$ cat src/rtl/vfu_req_arbiter.sv
// Two-requester arbiter in front of one VFU port, with grant lock and an owner FIFO
// that routes in-order responses back; VFU_ARB_FIXED_PRIO_EN selects fixed priority (r0 wins).
module vfu_req_arbiter #(
  parameter int DATA_W = 32,
  parameter int ID_W   = 6,
  parameter int DEPTH  = 4
) (
  input  logic                   clk,
  input  logic                   rst_n,
  input  logic [1:0]             req_valid,
  output logic [1:0]             req_ready,
  input  logic [1:0][DATA_W-1:0] req_insn,
  input  logic [1:0][DATA_W-1:0] req_data0,
  input  logic [1:0][DATA_W-1:0] req_data1,
  input  logic [1:0][ID_W-1:0]   req_id,
  output logic [1:0]             resp_valid,
  output logic [1:0][DATA_W-1:0] resp_data,
  output logic [1:0][ID_W-1:0]   resp_id,
  output logic                   vfu_req_valid,
  input  logic                   vfu_req_ready,
  output logic [DATA_W-1:0]      vfu_req_insn,
  output logic [DATA_W-1:0]      vfu_req_data0,
  output logic [DATA_W-1:0]      vfu_req_data1,
  output logic [ID_W-1:0]        vfu_req_id,
  input  logic                   vfu_resp_valid,
  input  logic [DATA_W-1:0]      vfu_resp_data,
  input  logic [ID_W-1:0]        vfu_resp_id,
  output logic [$clog2(DEPTH+1)-1:0] outstanding,
  output logic                   err_orphan
);

  localparam int PTR_W = $clog2(DEPTH);
  localparam int CNT_W = $clog2(DEPTH+1);
  localparam logic [CNT_W-1:0] FULL_CNT = CNT_W'(DEPTH);

  typedef enum logic {ST_IDLE, ST_LOCKED} state_e;

  state_e            state_q, state_d;
  logic              lock_sel_q, lock_sel_d;
  logic              sel;
  logic              blocked;
  logic              accept;
  logic              pop;
  logic              orphan;
  logic              head;
  logic              err_q, err_d;
  logic [CNT_W-1:0]  cnt_q, cnt_d;
  logic [PTR_W-1:0]  wr_ptr_q, wr_ptr_d;
  logic [PTR_W-1:0]  rd_ptr_q, rd_ptr_d;
  logic [DEPTH-1:0]  owner_q;

`ifndef VFU_ARB_FIXED_PRIO_EN
  logic              last_q, last_d;
`endif

  // A locked grant overrides arbitration until its handshake completes.
  always_comb begin
    sel = 1'b0;
    if (state_q == ST_LOCKED) begin
      sel = lock_sel_q;
    end else begin
`ifdef VFU_ARB_FIXED_PRIO_EN
      sel = !req_valid[0] && req_valid[1];
`else
      if (&req_valid) begin
        sel = ~last_q;
      end else begin
        sel = req_valid[1];
      end
`endif
    end
  end

  // A response arriving this cycle frees a slot, so a full FIFO can still accept.
  assign blocked = (cnt_q == FULL_CNT) && !vfu_resp_valid;

  assign vfu_req_valid = rst_n && req_valid[sel] && !blocked;
  assign vfu_req_insn  = req_insn[sel];
  assign vfu_req_data0 = req_data0[sel];
  assign vfu_req_data1 = req_data1[sel];
  assign vfu_req_id    = req_id[sel];

  always_comb begin
    req_ready = 2'b00;
    if (rst_n && vfu_req_ready && !blocked) begin
      req_ready[sel] = 1'b1;
    end
  end

  assign accept = vfu_req_valid && vfu_req_ready;

  always_comb begin
    state_d    = state_q;
    lock_sel_d = lock_sel_q;
    case (state_q)
      ST_IDLE: begin
        if (vfu_req_valid && !vfu_req_ready) begin
          state_d    = ST_LOCKED;
          lock_sel_d = sel;
        end
      end
      ST_LOCKED: begin
        if (accept) begin
          state_d = ST_IDLE;
        end
      end
      default: state_d = ST_IDLE;
    endcase
  end

  always_ff @(posedge clk or negedge rst_n) begin
    if (!rst_n) begin
      state_q    <= ST_IDLE;
      lock_sel_q <= 1'b0;
    end else begin
      state_q    <= state_d;
      lock_sel_q <= lock_sel_d;
    end
  end

`ifndef VFU_ARB_FIXED_PRIO_EN
  assign last_d = accept ? sel : last_q;

  always_ff @(posedge clk or negedge rst_n) begin
    if (!rst_n) begin
      last_q <= 1'b1;
    end else begin
      last_q <= last_d;
    end
  end
`endif

  assign pop    = vfu_resp_valid && (cnt_q != '0);
  assign orphan = vfu_resp_valid && (cnt_q == '0);
  assign head   = owner_q[rd_ptr_q];

  always_comb begin
    cnt_d    = cnt_q;
    wr_ptr_d = wr_ptr_q;
    rd_ptr_d = rd_ptr_q;
    err_d    = err_q | orphan;
    if (accept) begin
      wr_ptr_d = wr_ptr_q + PTR_W'(1);
    end
    if (pop) begin
      rd_ptr_d = rd_ptr_q + PTR_W'(1);
    end
    case ({accept, pop})
      2'b10:   cnt_d = cnt_q + CNT_W'(1);
      2'b01:   cnt_d = cnt_q - CNT_W'(1);
      default: cnt_d = cnt_q;
    endcase
  end

  always_ff @(posedge clk or negedge rst_n) begin
    if (!rst_n) begin
      cnt_q    <= '0;
      wr_ptr_q <= '0;
      rd_ptr_q <= '0;
      err_q    <= 1'b0;
    end else begin
      cnt_q    <= cnt_d;
      wr_ptr_q <= wr_ptr_d;
      rd_ptr_q <= rd_ptr_d;
      err_q    <= err_d;
    end
  end

  // Entries are only read behind a valid count, so storage needs no reset.
  always_ff @(posedge clk) begin
    if (accept) begin
      owner_q[wr_ptr_q] <= sel;
    end
  end

  always_comb begin
    resp_valid = 2'b00;
    if (rst_n && pop) begin
      resp_valid[head] = 1'b1;
    end
  end

  assign resp_data[0] = vfu_resp_data;
  assign resp_data[1] = vfu_resp_data;
  assign resp_id[0]   = vfu_resp_id;
  assign resp_id[1]   = vfu_resp_id;

  assign outstanding = cnt_q;
  assign err_orphan  = err_q;

endmodule
$ cat config.mk
export PLATFORM = sky130hd
export DESIGN_NAME = vfu_req_arbiter
export DESIGN_NICKNAME = d
export VERILOG_FILES = /design/src/rtl/vfu_req_arbiter.sv
export SDC_FILE = /design/constraint.sdc
export NUM_CORES = 1
export LEC_CHECK = 0
export CORE_AREA = 4 4 168 170
export CTS_BUF_LIST = sky130_fd_sc_hd__clkbuf_16
export DETAILED_ROUTE_END_ITERATION = 8
export DIE_AREA = 0 0 172 174
export PLACE_DENSITY = 0.53
export REMOVE_ABC_BUFFERS = 1
export SKIP_LAST_GASP = 1
export SYNTH_ARGS = -nofsm -noshare
export SYNTH_HDL_FRONTEND = slang
export SYNTH_SLANG_ARGS = --single-unit
$ cat constraint.sdc
create_clock -name clk -period 4 [get_ports clk]
set_input_delay 1 -clock clk [delete_from_list [all_inputs] [get_ports clk]]
set_output_delay 1 -clock clk [all_outputs]
set_load 0.005 [all_outputs]
==> Word level (Yosys, flattened, before mapping) <==
Index checks and enable logic that the tools add are counted.
{ "op_classes": {"add_sub_neg": 4, "order_cmp": 7, "eq_ne": 3, "mux": 27, "bitwise_logic": 3, "reduce_logical": 21} }
{ "op_table": {"columns": ["op", "n"], "rows": [
  ["$mux 32", 6],
  ["$logic_and 1x1->1", 13],
  ["$mux 6", 2],
  ["$mux 1", 10],
  ["$lt 2x3->1 const B", 2],
  ["$pmux 3 s2", 1],
  ["$add 2x1->2 const B", 2],
  ["$bwmux 4", 1],
  ["$lt 1x2->1 const B", 2],
  ["$mux 2", 2],
  ["$reduce_and 2->1", 2],
  ["$add 3x1->3 const B", 1],
  ["$eq 3x3->1 const B", 1],
  ["$logic_not 1->1", 3],
  ["$logic_not 3->1", 1],
  ["$reduce_bool 3->1", 1],
  ["$sub 3x1->3 const B", 1],
  ["$bmux 1 s2", 1],
  ["$demux 1 s1", 2],
  ["$demux 1 s2", 1],
  ["$eq 2x1->1 const B", 1],
  ["$eq 2x2->1 const B", 1],
  ["$ge 1x1->1 const B", 2],
  ["$ge 2x1->1 const B", 1],
  ["4 further kinds", 5]
]} }
{ "totals": {"regBits": 15, "inputBits": 248, "elab_cells": 73} }

==> Depth between registers and ports, before layout <==
Gate-level depths: netlist (run 1).
{ "logic_depth": {"depth_word": 10, "ltp_mapped": 10, "ltp_nobuf": 10} }

==> Worst setup path before layout (run 1) <==
No wires, ideal clock.
{ "synth_timing": {"path_type": "in2out", "from": "input req_valid[1]", "to": "output vfu_req_data0[10]", "t_arrival_ps": 1905, "required_time_ps": 3000, "setup_slack_ps": 1095, "path_stages": 6, "path_buffers": 2, "cell_sequence": "inv_1 > a211oi_2 > a21oi_2 > buf_6 > buf_6 > mux2_1"} }
{ "synth_between": {"elab_chain_len": 5} }
{ "synth_lines": {"columns": ["item", "line", "text"], "rows": [
  ["start, declared", "10", "input logic [1:0] req_valid,"],
  ["$reduce_and 2->1", "65", "if (&req_valid) begin"],
  ["$mux 1 *", "65", null],
  ["$mux 1 *", "59", "if (state_q == ST_LOCKED) begin"],
  ["$mux 32 (implied by the code) * (2 in a row)", "79", "assign vfu_req_data0 = req_data0[sel];"],
  ["end, declared", "22", "output logic [DATA_W-1:0] vfu_req_data0,"]
]} }
Mark *: on every way between the ends. The rest lies on a longest branch, timed or not. The select of a mux whose other input is x is not followed.

==> Worst setup path in the final report (run 1) <==
{ "layout_timing": {"from": "input req_valid[1]", "to": "output vfu_req_data1[12]"} }
{ "layout_between": {"elab_chain_len": 5} }
{ "layout_lines": {"columns": ["item", "line", "text"], "rows": [
  ["$reduce_and 2->1", "65", null],
  ["$mux 1 *", "65", null],
  ["$mux 1 *", "59", null],
  ["$mux 32 (implied by the code) * (2 in a row)", "80", "assign vfu_req_data1 = req_data1[sel];"],
  ["end, declared", "23", "output logic [DATA_W-1:0] vfu_req_data1,"]
]} }
Marked as above.

==> results of run 1 <==
[per-layer routing]
layer  vias to the layer above  GRT usage  wire [um]
li1                       1340          -          -
met1                      1306      0.127       6910
met2                       257      0.172       7900
met3                         8      0.124       4330
met4                         2    0.00655         40
met5                         -     0.0368        128
[final timing paths]
kind,startpoint,endpoint,slack [ns],cells past startpoint
min reg2reg,err_orphan,err_orphan,0.45,1
min in group asynchronous,rst_n,lock_sel_q,1.01,1
max in group asynchronous,rst_n,wr_ptr_q[0],2.57,2
min,err_orphan,err_orphan,0.45,1
max,req_valid[1],vfu_req_data1[12],0.0004,8
max reg2reg,outstanding[0],outstanding[2],1.54,10
[worst max-delay path, delay by kind of cell]
kind	cells	cell delay (ns)
multiplexers	1	0.34
buffers and inverters	5	1.33
AO/OA/AOI/OAI	2	0.31
[power groups by stage]
stage	registers [W]	clock network (W)	logic, W
global route	0.000300	0.000206	0.00176
finish	0.000288	0.000193	0.00161
floorplan	0.000274	0	0.000663
detailed placement	0.000288	0	0.00166
CTS	0.000289	0.000201	0.00167
global placement	0.000289	0	0.00165
[timing repair]
action                     in CTS  in global routing
buffers inserted                1                  1
setup endpoints to repair      50                 61
hold endpoints to repair        0                  0
resized for setup               9                 28
[cell families (layout without fill, tap and decap cells)]
group,count (synthesis),in the layout,synth area share
compound gates,9,9,0.0276
xor+xnor,6,6,0.0200
fa+ha+maj,6,6,0.0315
buf+inv,95,350,0.266
flops,15,15,0.151
mux,105,105,0.454
simple gates,25,25,0.0491
[cell type report]
type	instances	share of cell area
multi-input cells	151	0.260
repair buffers	338	0.583
clock inverters	1	0.000842
clock buffers	3	0.0126
flip-flops and latches	15	0.0667
inverters	8	0.00505
well taps	341	0.0718
[stage by stage]
stage,util,worst slack (ns)
after global placement,0.216,-0.107
after floorplan,-,-1.54
after CTS,0.220,-0.0535
after global routing,0.222,-0.126
final,0.222,0.000427
after detailed placement,0.216,-0.0708
[registers in the layout, summed over array words and instances (netlist names), named ones only]
register and flops:
err_orphan 1, outstanding 3, wr_ptr_q 2, rd_ptr_q 2, last_q 1, owner_q 4, lock_sel_q 1
[synth_stat cells, drive strengths merged, types with 2 or more instances]
| library cell | count | share of area |
|---|---|---|
| mux2 | 103 | 0.44 |
| buf | 87 | 0.26 |
| dfrtp | 10 | 0.095 |
| inv | 8 | 0.011 |
| nor2 | 8 | 0.011 |
| ha | 5 | 0.024 |
| nand2 | 5 | 0.0072 |
| and2 | 4 | 0.0095 |
| edfxtp | 4 | 0.046 |
| xnor2 | 3 | 0.010 |
| xor2 | 3 | 0.010 |
| and3 | 2 | 0.0048 |
| o22ai | 2 | 0.0048 |
==> impl_metrics.tcl, run 1 <==
set metrics [dict create \
    status "complete, no violations" \
    p_sw_w 0.000687 \
    cts_root_buffer "clkbuf_16" \
    power_per_cell_area_nw_per_um2 352 \
    grt_pass1_vias 3333 \
    crit_path_max_incr_delay_ns 0.47 \
    wl_per_cell_um 22.5 \
    cts.sinks 15 \
    dp_hpwl_mm 18.0 \
    critPathMaxFanout 23 \
    num_vias 2913 \
    cp.arrival_ns 3.00 \
    drtAntennaViolNets 0 \
    rows 60 \
    fill_cells 2960 \
    tightest_slew_ns 0.410 \
    drv_slew 0 \
    synth-edff-count 4 \
    synth-seq-area-share 0.151 \
    layout_common_cells "clkdlybuf4s50_1 (284), mux2_1 (58), mux2_2 (45)" \
    combPwrFrac 0.770 \
    die-area_sq_um 29900 \
    first_pass_iters 4 \
    holdWs_ns 0.455 \
    multi_input_area_sq_um 1540 \
    synthCells 261 \
    crit_required_ns 3.00 \
    mostFrequentLayoutCell "clkdlybuf4s50_1" \
    cp_common_cell "clkdlybuf4s50_1" \
    path_clk_slew_ns 0.05 \
    cts_tree "yes" \
    switching_share 0.328 \
    ys_seq_elements 15 \
    placed_cells_incl_taps 851 \
    coreArea_sq_um 26700 \
    grt_overflow 0 \
    dpl_cell_area_sq_um 5770 \
    final-hold-violation-count 0 \
    drt-total-wl_mm 19.3 \
    final_cells 857 \
    syn_area_sq_um 2630 \
    htree_levels 1 \
    pwr-share-clk 0.092 \
    grt_pass1_wl_mm 25.2 \
    startpoint_type "input port" \
    grt_max_degree 44 \
    io_buffer_count 320 \
    num_antenna_cells 0 \
    rsz0062_at_grt "true" \
    cp_cell_sequence "clkdlybuf4s50_1 -> inv_1 -> a211oi_4 -> a21oi_4 -> buf_12 -> buf_16 -> mux2_1 -> clkdlybuf4s50_1" \
    holdCritPathClass "register to register" \
    drtIter0Drc 76 \
    start_util 0.0982 \
    totalPowerFinal_w 0.00209 \
    seq_area_sq_um 397 \
    area_delta_synth_final_pct 126 \
    die_width_um 172 \
    avgSynthCellArea_sq_um 10.1 \
    fmax_mhz 250 \
    cpMaxStageDelayCell "clkdlybuf4s50_1" \
    synthArstFlopShare 0.733 \
    synthFlopType "dfrtp_1" \
    end_kind "output pin" \
    max-vdd-ir-drop_v 0.000132 \
    fin_crit_sh 1.00 \
    critPathKind "input port to output pin" \
    drc 0 \
    synth_cell_types 33 \
    ys_warn_count 0 \
    finClkSkew_ns 0.00233 \
    internal_power_w 0.00141 \
    cts-buffers-inserted 3 \
    globalplace.congestion 0.909 \
    maxCapViolCount 0 \
    clk_path_buf_depth 2 \
    drive_gt1_frac 0.141 \
    ctsHoldBuffers 0 \
    fin_nets 771 \
    antenna_found_initial 1 \
    grt.total_usage 0.120 \
    die_h_um 174 \
    postLayoutCellArea_sq_um 5940 \
    p_leak_nw 2.46 \
    clk_latency_ns 0.24 \
    setup_tns_ns 0 \
    period_needed_ns 4.00 \
    finalSetupViolCount 0 \
    viasPerCell 3.40 \
    slew_headroom 0.726 \
    io_pins 435 \
    seqPwrFrac 0.137 \
]
Note: power is estimated with default switching activity, not from simulation.
==> run 2: changes to the inputs <==
SKIP_LAST_GASP = default   (was 1)
==> run 2 against run 1 <==
Clock-buffer cell count unchanged. First-iteration DRC count up 7.9%. Die area unchanged. Sequential cell count unchanged. Highest routed layer unchanged. Largest power group unchanged. Clock skew about the same. Maximum frequency up 2.2%. Worst hold slack about the same. Setup slack better by 0.086 ns.
==> impl_metrics.tcl, run 2 (same netlist as run 1, synthesis figures left out) <==
set metrics [dict create \
    status "complete, no violations" \
    num_antenna_cells 0 \
    grt_overflow 0 \
    holdPathEnd "err_orphan" \
    crit_required_ns 3.00 \
    cp_common_cell "clkdlybuf4s50_1" \
    setup_tns_ns 0 \
    cts.sinks 15 \
    max-vdd-ir-drop_v 0.000132 \
    wl_per_cell_um 22.6 \
    layout_common_cells "clkdlybuf4s50_1 (260), mux2_1 (57), mux2_2 (44)" \
    drv_slew 0 \
    area_delta_synth_final_pct 127 \
    die_width_um 172 \
    cp_cell_sequence "clkdlybuf4s50_1 -> inv_2 -> a211oi_4 -> a21oi_4 -> buf_12 -> buf_4 -> mux2_1 -> clkdlybuf4s50_1" \
    critPathMaxFanout 14 \
    worstRegToRegCells 10 \
    start_util 0.0982 \
    fin_crit_sh 0.978 \
    clk_latency_ns 0.24 \
    clk_path_buf_depth 2 \
    r2r_start "outstanding[0]" \
    seqPwrFrac 0.139 \
    cpLargestDelayFamily "buffers and inverters" \
    io_buffer_count 320 \
    rrSetupSlack_ns 1.55 \
    p_leak_nw 2.56 \
    slew_headroom 0.726 \
    ctsHoldBuffers 0 \
    grt.total_usage 0.120 \
    critPathKind "input port to output pin" \
    mostFrequentLayoutCell "clkdlybuf4s50_1" \
    drtAntennaViolNets 0 \
    final_cells 857 \
    period_needed_ns 3.91 \
    worstReg2RegEnd "outstanding[2]" \
    coreArea_sq_um 26700 \
    crit_buf_inv 5 \
    fmax_mhz 255 \
    drc 0 \
    p_sw_w 0.000685 \
    maxCapViolCount 0 \
    grt_max_degree 44 \
    regMostFlops "owner_q" \
    placed_cells_incl_taps 851 \
    htree_levels 1 \
    rows 60 \
    tightest_slew_ns 0.410 \
    first_pass_iters 4 \
    path_clk_slew_ns 0.05 \
    holdCritPathClass "register to register" \
    cts_root_buffer "clkbuf_16" \
    dp_hpwl_mm 18.0 \
    end_kind "output pin" \
    grt_pass1_vias 3332 \
    drive_gt1_frac 0.145 \
    switching_share 0.332 \
    finClkSkew_ns 0.00184 \
    io_pins 435 \
    antenna_found_initial 1 \
    die-area_sq_um 29900 \
    globalplace.congestion 0.909 \
    finalSetupViolCount 0 \
    cp.arrival_ns 2.91 \
    startpoint_type "input port" \
    min_delay_path_depth 1 \
    cpMaxStageDelayCell "clkdlybuf4s50_1" \
    cts-buffers-inserted 3 \
    combPwrFrac 0.767 \
    cts_tree "yes" \
    grt_pass1_wl_mm 25.2 \
    postLayoutCellArea_sq_um 5950 \
    largest_reg_flops 4 \
    dpl_cell_area_sq_um 5770 \
    viasPerCell 3.43 \
    fin_nets 771 \
    crit_path_max_incr_delay_ns 0.49 \
    die_h_um 174 \
    drtIter0Drc 82 \
    final-hold-violation-count 0 \
    num_vias 2943 \
    drt-total-wl_mm 19.4 \
    pwr-share-clk 0.094 \
    power_per_cell_area_nw_per_um2 347 \
    worstHoldStart "err_orphan" \
    rsz0062_at_grt "false" \
    internal_power_w 0.00138 \
]
run 2: cell count changes in the layout (fill, tap and decap cells not counted):
| cell | previous run | this run |
|---|---|---|
| clkdlybuf4s15_1 | 0 | 1 |
| clkdlybuf4s50_1 | 284 | 260 |
| dlygate4sd2_1 | 7 | 22 |
| dlymetal6s2s_1 | 28 | 36 |
| inv_1 | 8 | 7 |
| inv_2 | 0 | 1 |
| mux2_1 | 58 | 57 |
| mux2_2 | 45 | 44 |
| mux2_4 | 0 | 2 |
run 2: layout make-up:
class                           instances  area, sq um
Multi-Input combinational cell        151         1550
Timing Repair Buffer                  338         3470
Clock buffer                            3         75.1
Tap cell                              341          427
Inverter                                8         30.0
Fill cell                            2957        20800
Sequential cell                        15          397
Clock inverter                          1         5.00
run 2: power by group through the flow:
stage	Combinational (W)	Sequential (W)	Clock [W]
2_1_floorplan	0.000663	0.000274	0
3_3_place_gp	0.00165	0.000289	0
3_5_place_dp	0.00166	0.000288	0
4_1_cts	0.00165	0.000289	0.000201
5_1_grt	0.00173	0.000300	0.000206
6_report	0.00158	0.000288	0.000194
run 2: repair_timing:
item	in CTS	in global routing
cloned	0	0
buffers inserted	1	1
resized for setup	26	39
endpoints found under the setup margin	50	45
run 2: worst max path at each step:
stage | slack [ns] | cells past startpoint | endpoint | startpoint
global placement | -0.11 | 8 | vfu_req_data1[12] | req_valid[1]
detailed placement | -0.07 | 8 | vfu_req_data1[12] | req_valid[1]
floorplan | -1.54 | 5 | req_ready[0] | req_valid[1]
global route | 0.001 | 7 | vfu_req_insn[26] | req_valid[1]
finish | 0.09 | 8 | vfu_req_data0[5] | req_valid[1]
CTS | -0.01 | 8 | vfu_req_data1[12] | req_valid[1]
run 2: worst reg2reg max path, stage by stage (launching register included):
cell,delay [ns]
dfrtp_1,0.43
or4b_4,0.57
nand3_1,0.21
nor2_1,0.09
inv_1,0.07
ha_1,0.17
inv_1,0.06
fa_1,0.37
xor2_1,0.15
nor2_1,0.11
xor2_1,0.15
run 2: stage by stage:
| stage | worst slack, ns | total power (W) | utilization | hold WS [ns] |
|---|---|---|---|---|
| 3_3_place_gp | -0.107 | 0.00194 | 0.216 | 0.446 |
| 6_report | 0.0860 | 0.00206 | 0.223 | 0.455 |
| 2_1_floorplan | -1.54 | 0.000938 | - | 0.451 |
| 4_1_cts | -0.0121 | 0.00214 | 0.219 | 0.460 |
| 3_5_place_dp | -0.0708 | 0.00194 | 0.216 | 0.448 |
| 5_1_grt | 0.00108 | 0.00224 | 0.223 | 0.496 |
run 2: routing by layer:
metal  track usage  vias to the layer above  wire (um)
met1         0.127                     1328       6770
met2         0.172                      261       7950
met3         0.124                       10       4470
li1              -                     1342          -
met4       0.00655                        2         44
met5        0.0368                        -        128
